## src/rtl/mc_control.sv

```systemverilog
// mc_control: multi-cycle control sequencer for the core's control bus.
//
// Fetches one instruction, decodes opcode/funct, then steps through
// FETCH -> DECODE -> EXEC -> (MEM) -> (WB) while driving the control bus
// for that instruction alone. An unsupported encoding or a data memory
// that never answers parks the sequencer in TRAP until reset.
//
// Ports:
//   clk, reset            rising-edge clock, asynchronous active-high reset
//   instr, instr_valid    instruction word and its valid strobe (FETCH only)
//   mem_ready             data memory access complete (MEM only)
//   instr_req, ir_we      fetch request / IR load strobe
//   pc_we, pc_next        PC commit strobe and PC source select
//   reg_dst, reg_in       register write address / data source selects
//   reg_we, mem_we        register file / data memory write enables
//   alu_src, alu_ctrl     ALU operand B select and operation
//   beq, bne              branch qualifiers (core resolves taken/not-taken)
//   state                 current sequencer state
//   fault, fault_code     sticky fault flag and cause (01 illegal, 10 timeout)
//   retired_count         retired instruction count (0 unless enabled)
//
// Build option: define MC_CTRL_PERF_EN to implement the retired_count
// counter; otherwise the port is tied to zero.

module mc_control #(
  parameter int MEM_TIMEOUT = 16,
  parameter int TO_W        = 5
) (
  input  logic        clk,
  input  logic        reset,
  input  logic [31:0] instr,
  input  logic        instr_valid,
  input  logic        mem_ready,
  output logic        instr_req,
  output logic        ir_we,
  output logic        pc_we,
  output logic [1:0]  pc_next,
  output logic [1:0]  reg_dst,
  output logic        alu_src,
  output logic [2:0]  alu_ctrl,
  output logic        reg_we,
  output logic [1:0]  reg_in,
  output logic        mem_we,
  output logic        beq,
  output logic        bne,
  output logic [2:0]  state,
  output logic        fault,
  output logic [1:0]  fault_code,
  output logic [31:0] retired_count
);

  typedef enum logic [2:0] {
    S_FETCH  = 3'd0,
    S_DECODE = 3'd1,
    S_EXEC   = 3'd2,
    S_MEM    = 3'd3,
    S_WB     = 3'd4,
    S_TRAP   = 3'd7
  } state_t;

  typedef enum logic [3:0] {
    I_ADD, I_SUB, I_SLT, I_JR, I_ADDI, I_XORI, I_LW, I_SW,
    I_BEQ, I_BNE, I_J, I_JAL, I_ILL
  } iclass_t;

  localparam logic [2:0] ALU_ADD = 3'd0;
  localparam logic [2:0] ALU_SUB = 3'd1;
  localparam logic [2:0] ALU_XOR = 3'd2;
  localparam logic [2:0] ALU_SLT = 3'd3;

  // Last counter value before the timeout fires; counter starts at 0 on MEM entry.
  localparam logic [TO_W-1:0] TO_LAST = TO_W'((MEM_TIMEOUT > 0) ? MEM_TIMEOUT - 1 : 0);

  state_t          cur_state, nxt_state;
  iclass_t         icls;
  logic [5:0]      ir_op, ir_fn;
  logic [TO_W-1:0] to_cnt;
  logic            to_hit;
  logic [1:0]      fcode_q, fcode_d;

  // Only opcode and funct steer the sequencer; the rest belongs to the datapath.
  logic unused_instr_bits;
  assign unused_instr_bits = ^instr[25:6];

  // IR is a data capture, loaded only on the accepted fetch.
  always_ff @(posedge clk) begin
    if (ir_we) begin
      ir_op <= instr[31:26];
      ir_fn <= instr[5:0];
    end
  end

  always_comb begin
    icls = I_ILL;
    case (ir_op)
      6'h00: begin
        case (ir_fn)
          6'h20:   icls = I_ADD;
          6'h22:   icls = I_SUB;
          6'h2a:   icls = I_SLT;
          6'h08:   icls = I_JR;
          default: icls = I_ILL;
        endcase
      end
      6'h08:   icls = I_ADDI;
      6'h0e:   icls = I_XORI;
      6'h23:   icls = I_LW;
      6'h2b:   icls = I_SW;
      6'h04:   icls = I_BEQ;
      6'h05:   icls = I_BNE;
      6'h02:   icls = I_J;
      6'h03:   icls = I_JAL;
      default: icls = I_ILL;
    endcase
  end

  assign to_hit = (MEM_TIMEOUT != 0) && (to_cnt == TO_LAST);

  always_ff @(posedge clk or posedge reset) begin
    if (reset) begin
      cur_state <= S_FETCH;
      to_cnt    <= '0;
      fcode_q   <= 2'b00;
    end else begin
      cur_state <= nxt_state;
      // Held at zero outside MEM so every MEM visit starts a fresh count.
      if (cur_state != S_MEM)
        to_cnt <= '0;
      else if (!mem_ready)
        to_cnt <= to_cnt + TO_W'(1);
      if (nxt_state == S_TRAP && cur_state != S_TRAP)
        fcode_q <= fcode_d;
    end
  end

  always_comb begin
    nxt_state = cur_state;
    fcode_d   = 2'b00;
    instr_req = 1'b0;
    ir_we     = 1'b0;
    pc_we     = 1'b0;
    pc_next   = 2'd0;
    reg_dst   = 2'd0;
    alu_src   = 1'b0;
    alu_ctrl  = ALU_ADD;
    reg_we    = 1'b0;
    reg_in    = 2'd0;
    mem_we    = 1'b0;
    beq       = 1'b0;
    bne       = 1'b0;
    case (cur_state)
      S_FETCH: begin
        instr_req = 1'b1;
        if (instr_valid) begin
          // Suppressed while reset is held so no IR load leaks out of reset.
          ir_we     = ~reset;
          nxt_state = S_DECODE;
        end
      end
      S_DECODE: begin
        if (icls == I_ILL) begin
          nxt_state = S_TRAP;
          fcode_d   = 2'b01;
        end else begin
          nxt_state = S_EXEC;
        end
      end
      S_EXEC: begin
        alu_src = (icls == I_ADDI) || (icls == I_XORI) || (icls == I_LW) || (icls == I_SW);
        case (icls)
          I_SUB, I_BEQ, I_BNE: alu_ctrl = ALU_SUB;
          I_XORI:              alu_ctrl = ALU_XOR;
          I_SLT:               alu_ctrl = ALU_SLT;
          default:             alu_ctrl = ALU_ADD;
        endcase
        case (icls)
          I_BEQ: begin beq = 1'b1; pc_next = 2'd1; pc_we = 1'b1; nxt_state = S_FETCH; end
          I_BNE: begin bne = 1'b1; pc_next = 2'd1; pc_we = 1'b1; nxt_state = S_FETCH; end
          I_J:   begin pc_next = 2'd2; pc_we = 1'b1; nxt_state = S_FETCH; end
          I_JR:  begin pc_next = 2'd3; pc_we = 1'b1; nxt_state = S_FETCH; end
          I_LW, I_SW: nxt_state = S_MEM;
          default:    nxt_state = S_WB;
        endcase
      end
      S_MEM: begin
        alu_src  = 1'b1;
        alu_ctrl = ALU_ADD;
        mem_we   = (icls == I_SW);
        // A response on the limit cycle still completes the access.
        if (mem_ready) begin
          if (icls == I_SW) begin
            pc_we     = 1'b1;
            nxt_state = S_FETCH;
          end else begin
            nxt_state = S_WB;
          end
        end else if (to_hit) begin
          nxt_state = S_TRAP;
          fcode_d   = 2'b10;
        end
      end
      S_WB: begin
        reg_we    = 1'b1;
        pc_we     = 1'b1;
        nxt_state = S_FETCH;
        case (icls)
          I_ADD, I_SUB, I_SLT: reg_dst = 2'd1;
          I_LW:                reg_in  = 2'd1;
          I_JAL: begin
            reg_dst = 2'd2;
            reg_in  = 2'd2;
            pc_next = 2'd2;
          end
          default: ;
        endcase
      end
      S_TRAP: nxt_state = S_TRAP;
      default: nxt_state = S_FETCH;
    endcase
  end

  assign state      = cur_state;
  assign fault      = (cur_state == S_TRAP);
  assign fault_code = (cur_state == S_TRAP) ? fcode_q : 2'b00;

`ifdef MC_CTRL_PERF_EN
  logic [31:0] retired_q;

  always_ff @(posedge clk or posedge reset) begin
    if (reset)
      retired_q <= '0;
    else if (pc_we)
      retired_q <= retired_q + 32'd1;
  end

  assign retired_count = retired_q;
`else
  assign retired_count = '0;
`endif

endmodule

```

## config.mk

```make
export PLATFORM = sky130hd
export DESIGN_NAME = mc_control
export DESIGN_NICKNAME = d
export VERILOG_FILES = /design/src/rtl/mc_control.sv
export SDC_FILE = /design/constraint.sdc
export NUM_CORES = 1
export LEC_CHECK = 0
export ABC_CLOCK_PERIOD_IN_PS = 2170
export BUFFER_PORTS_ARGS = -buffer_cell sky130_fd_sc_hd__buf_2
export CAP_MARGIN = 10
export CORE_ASPECT_RATIO = 1.2
export CORE_MARGIN = 2
export CORE_UTILIZATION = 46
export CTS_BUF_LIST = sky130_fd_sc_hd__clkbuf_2 sky130_fd_sc_hd__clkbuf_4 sky130_fd_sc_hd__clkbuf_8
export CTS_CLUSTER_DIAMETER = 200
export DETAILED_ROUTE_END_ITERATION = 12
export PLACE_DENSITY = 0.83
export SLEW_MARGIN = 10
export SYNTH_ARGS = -nofsm -noshare
export SYNTH_HDL_FRONTEND = slang
export SYNTH_SLANG_ARGS = --single-unit
```

## constraint.sdc

```tcl
create_clock -name clk -period 2.17 [get_ports clk]
set_input_delay 0.1085 -clock clk [delete_from_list [all_inputs] [get_ports clk]]
set_output_delay 0.1085 -clock clk [all_outputs]
set_load 0.005 [all_outputs]
```

==> impl_metrics.xml <==
<?xml version="1.0" encoding="UTF-8"?>
<metrics>
  <group name="detailed_routing">
    <metric name="detail_route.wirelength" unit="um">3220</metric>
    <metric name="drc_errors" unit="">0</metric>
    <metric name="drt-initial-drc-count" unit="">27</metric>
    <metric name="drt_pre_antenna_iters" unit="">4</metric>
    <metric name="postRouteAntennaNets" unit="">0</metric>
    <metric name="vias_per_cell" unit="">5.01</metric>
    <metric name="avgRoutedWirePerCell" unit="um">12.0</metric>
    <metric name="vias_post_dr" unit="">1344</metric>
  </group>
  <group name="timing">
    <metric name="tightestPinTransition" unit="ns">0.537</metric>
    <metric name="peak_clock_frequency_supported_by_timing" unit="GHz">0.435</metric>
    <metric name="report.final.setup_viol" unit="">8</metric>
    <metric name="fin_crit" unit="ns">2.30</metric>
    <metric name="layout_setup_ws" unit="ns">-0.128</metric>
    <metric name="hold_viol_final" unit="">0</metric>
    <metric name="slew_violations" unit="">0</metric>
    <metric name="max_slew_margin" unit="%">63.9</metric>
    <metric name="fin_worst_skew" unit="ns">0.00263</metric>
    <metric name="hold_ws" unit="ns">0.0208</metric>
    <metric name="fin_crit_sh" unit="%">106</metric>
    <metric name="grt_setup_unrepaired" unit="">true</metric>
  </group>
  <group name="floorplan">
    <metric name="die_area" unit="mm2">0.00397</metric>
    <metric name="boundaryPins" unit="">91</metric>
    <metric name="core.rowCount" unit="">23</metric>
    <metric name="die_w" unit="um">57.8</metric>
    <metric name="core" unit="mm2">0.00334</metric>
    <metric name="floorplan.initialDensity" unit="%">47.9</metric>
    <metric name="die_h" unit="um">68.6</metric>
  </group>
  <group name="setup_path">
    <metric name="cp_slowest_cell" unit="">sky130_fd_sc_hd__edfxtp_1</metric>
    <metric name="critPathKind" unit="">flip-flop to output pin</metric>
    <metric name="cp_max_fo" unit="">6</metric>
    <metric name="slowest_delay" unit="ns">0.51</metric>
    <metric name="crit_path_end_kind" unit="">output pin</metric>
    <metric name="critical_path.startpoint_type" unit="">flip-flop</metric>
    <metric name="cp_data_arrival_time" unit="ns">2.19</metric>
    <metric name="path_cells" unit="">buf_4, xnor2_1, a22oi_2, o211ai_1, or3_1, a31oi_1, buf_2</metric>
    <metric name="required_time_worst_endpoint" unit="ns">2.06</metric>
  </group>
  <group name="clock_tree">
    <metric name="tritoncts.num_buffers" unit="">3</metric>
    <metric name="worst_setup_hold_path_clk_slew" unit="ns">0.07</metric>
    <metric name="clkLatencyLatePin" unit="ns">0.26</metric>
    <metric name="h-tree-depth" unit="">1</metric>
    <metric name="cts_buffer_depth" unit="">2</metric>
    <metric name="cts_tree" unit="">built</metric>
    <metric name="cts_sinks" unit="">22</metric>
    <metric name="clock-root-buffer" unit="">sky130_fd_sc_hd__clkbuf_8</metric>
  </group>
  <group name="placed_design">
    <metric name="placedInstanceArea" unit="mm2">0.00170</metric>
    <metric name="dp.final_hpwl" unit="um">2220</metric>
    <metric name="place_ws" unit="ns">0.0720</metric>
    <metric name="count_of_port_buffers_added_during_placement" unit="">37</metric>
    <metric name="place_congestion" unit="">0.789</metric>
  </group>
  <group name="finish">
    <metric name="final_core_util" unit="%">57.4</metric>
    <metric name="post-route-cell-area" unit="mm2">0.00192</metric>
    <metric name="diodes" unit="">0</metric>
    <metric name="final.fill_count" unit="">307</metric>
    <metric name="net_count_of_the_finished_layout" unit="">270</metric>
    <metric name="drive_above_1_share" unit="%">32.5</metric>
    <metric name="area_growth_syn_to_layout" unit="%">19.7</metric>
  </group>
  <group name="pwr">
    <metric name="irDropWorstVdd" unit="mV">0.697</metric>
    <metric name="total_power" unit="uW">1270</metric>
    <metric name="p_leak" unit="uW">0.000920</metric>
    <metric name="power-per-cell-area" unit="mW/mm2">665</metric>
  </group>
  <group name="global_routing">
    <metric name="number_of_global_route_vias_before_repair" unit="">1156</metric>
    <metric name="antenna_found_initial" unit="">0</metric>
    <metric name="grt_max_degree" unit="">14</metric>
    <metric name="grt_first_pass_wirelength" unit="um">4950</metric>
    <metric name="global_route.overflow_total" unit="">0</metric>
    <metric name="grt_usage" unit="%">16.4</metric>
  </group>
  <group name="synth">
    <metric name="syn_avg_cell_area" unit="um2">9.09</metric>
    <metric name="yosys_most_used_dff" unit="">sky130_fd_sc_hd__edfxtp_1</metric>
    <metric name="synth_sequential_area_ratio" unit="%">38.2</metric>
    <metric name="async_set_reset_flop_share_out_of_synthesis" unit="%">45.5</metric>
    <metric name="post_synth_inst_count" unit="">176</metric>
    <metric name="yosys.area.top_type" unit="">sky130_fd_sc_hd__edfxtp_1</metric>
    <metric name="synth.area.top_cells" unit="">sky130_fd_sc_hd__edfxtp_1, sky130_fd_sc_hd__buf_4, sky130_fd_sc_hd__dfrtp_1</metric>
    <metric name="synth_enable_flop_cells" unit="">12</metric>
    <metric name="ys_seq_elements" unit="">22</metric>
    <metric name="synth.lib_cells_used.distinct" unit="">47</metric>
    <metric name="area_of_the_mapped_netlist" unit="mm2">0.00160</metric>
    <metric name="synth_top_area_share" unit="%">22.5</metric>
    <metric name="synth.yosys.warnings" unit="">0</metric>
  </group>
  <group name="job">
    <metric name="max_cap_viol_count" unit="">0</metric>
  </group>
  <group name="worst_hold_path">
    <metric name="hold_path.class" unit="">input pin to flip-flop</metric>
  </group>
  <group name="outcome">
    <metric name="failed_checks" unit="">setup timing</metric>
    <metric name="outcome" unit="">finished, violations left</metric>
  </group>
</metrics>
==> cell families (layout without fill, tap and decap cells) <==
group	count (synthesis)	after routing	share of synthesized area, %
AND/OR/NAND/NOR	71	71	24.4
buffers and inverters	46	69	19.4
AO/OA/AOI/OAI	25	25	11.2
flip-flops	22	22	38.2
XOR/XNOR	7	7	3.83
adder cells (fa/ha/maj)	2	2	1.56
multiplexers	2	2	1.25
other	1	33	0.234
==> Yosys cell counts, types with 2 or more instances <==
library cell                n
sky130_fd_sc_hd__and3_1     4
sky130_fd_sc_hd__o31a_1     2
sky130_fd_sc_hd__or3_1      3
sky130_fd_sc_hd__a31oi_1    2
sky130_fd_sc_hd__xnor2_1    5
sky130_fd_sc_hd__nor4_1     2
sky130_fd_sc_hd__clkbuf_1   2
sky130_fd_sc_hd__nand3_1    6
sky130_fd_sc_hd__o21ai_0    6
sky130_fd_sc_hd__nor2b_1    5
sky130_fd_sc_hd__dfrtp_1   10
sky130_fd_sc_hd__nand4_1    2
sky130_fd_sc_hd__inv_1      7
sky130_fd_sc_hd__and3b_1    2
sky130_fd_sc_hd__ha_1       2
sky130_fd_sc_hd__nor2_1    19
sky130_fd_sc_hd__nor3_1     3
sky130_fd_sc_hd__buf_2      2
sky130_fd_sc_hd__mux2i_1    2
sky130_fd_sc_hd__nand2_1   11
sky130_fd_sc_hd__or2_2      2
sky130_fd_sc_hd__a21oi_1    4
sky130_fd_sc_hd__buf_4     34
sky130_fd_sc_hd__edfxtp_1  12
sky130_fd_sc_hd__xor2_1     2
sky130_fd_sc_hd__and2_1     2
sky130_fd_sc_hd__nand2b_1   3
==> worst max-delay path, delay by kind of cell (launching register included) <==
kind	cells	cell delay, ns
AOI/OAI and AO/OA	3	0.56
buffers and inverters	2	0.33
xor gates and xnor gates	1	0.13
DFF	1	0.51
and+or+nand+nor	1	0.40
==> metal layers <==
| metal | track usage (%) | routed length, um | up-vias |
|---|---|---|---|
| li1 | - | - | 658 |
| met1 | 19.6 | 1310 | 623 |
| met2 | 28.1 | 1620 | 57 |
| met3 | 3.17 | 223 | 6 |
| met4 | 8.72 | 66 | 0 |
| met5 | 0 | 0 | - |
==> cells in the final DEF (no fill, tap or decap), drive strengths merged, types with 4 or more instances in the layout <==
master / n
a21oi: 4
and3: 4
buf: 57
conb: 33
dfrtp: 10
edfxtp: 12
inv: 7
nand2: 11
nand3: 6
nor2: 19
nor2b: 5
o21ai: 6
xnor2: 5
==> power breakdown <==
group          internal, uW  switching [uW]
Sequential              501            82.3
Combinational           205             240
Clock                   126             120
Total                   832             442
==> state kept, by name, indices dropped and copies added (netlist names) <==
name / flops
to_cnt: 5
ir_fn: 6
state: 3
ir_op: 6
fcode_q: 2
==> path summary, 6_finish.rpt <==
| path | slack (ns) | end | depth (start not counted) | startpoint |
|---|---|---|---|---|
| worst max-delay path | -0.13 | alu_ctrl[0] | 7 | ir_op[5] |
| worst min-delay path | 0.02 | ir_fn[2] | 1 | instr[2] |
| worst max register to register | 0.19 | state[2] | 6 | ir_op[5] |
| worst min register to register | 0.48 | fcode_q[0] | 1 | fcode_q[0] |
| max in group asynchronous | 1.65 | fcode_q[1] | 4 | reset |
| min in group asynchronous | 0.39 | to_cnt[3] | 4 | reset |
==> stage by stage <==
stage               setup TNS (ns)  cells
detailed placement               0    247
finish                      -0.562    268
global route                 -2.20    268
global placement                 0    247
CTS                         -0.209    264
floorplan                        0    208
==> layout make-up <==
class / count / area [um2] / share of cell area [%]
timing repair buffer: 58 / 345 / 18.0
tap: 37 / 46.3 / 2.42
clock inverter: 1 / 3.75 / 0.196
sequential: 22 / 611 / 31.9
inverter: 7 / 26.3 / 1.37
clock buffer: 3 / 41.3 / 2.16
multi-input combinational: 140 / 842 / 44.0
==> timing repair <==
action	4_1_cts	5_1_grt
buffers inserted	12	4
endpoints found under the setup margin	8	12
hold buffers	1	0
resized for setup	5	5
endpoints found under the hold margin	10	0
pin swaps	8	6
No activity file was read; power rests on OpenSTA's default activity.
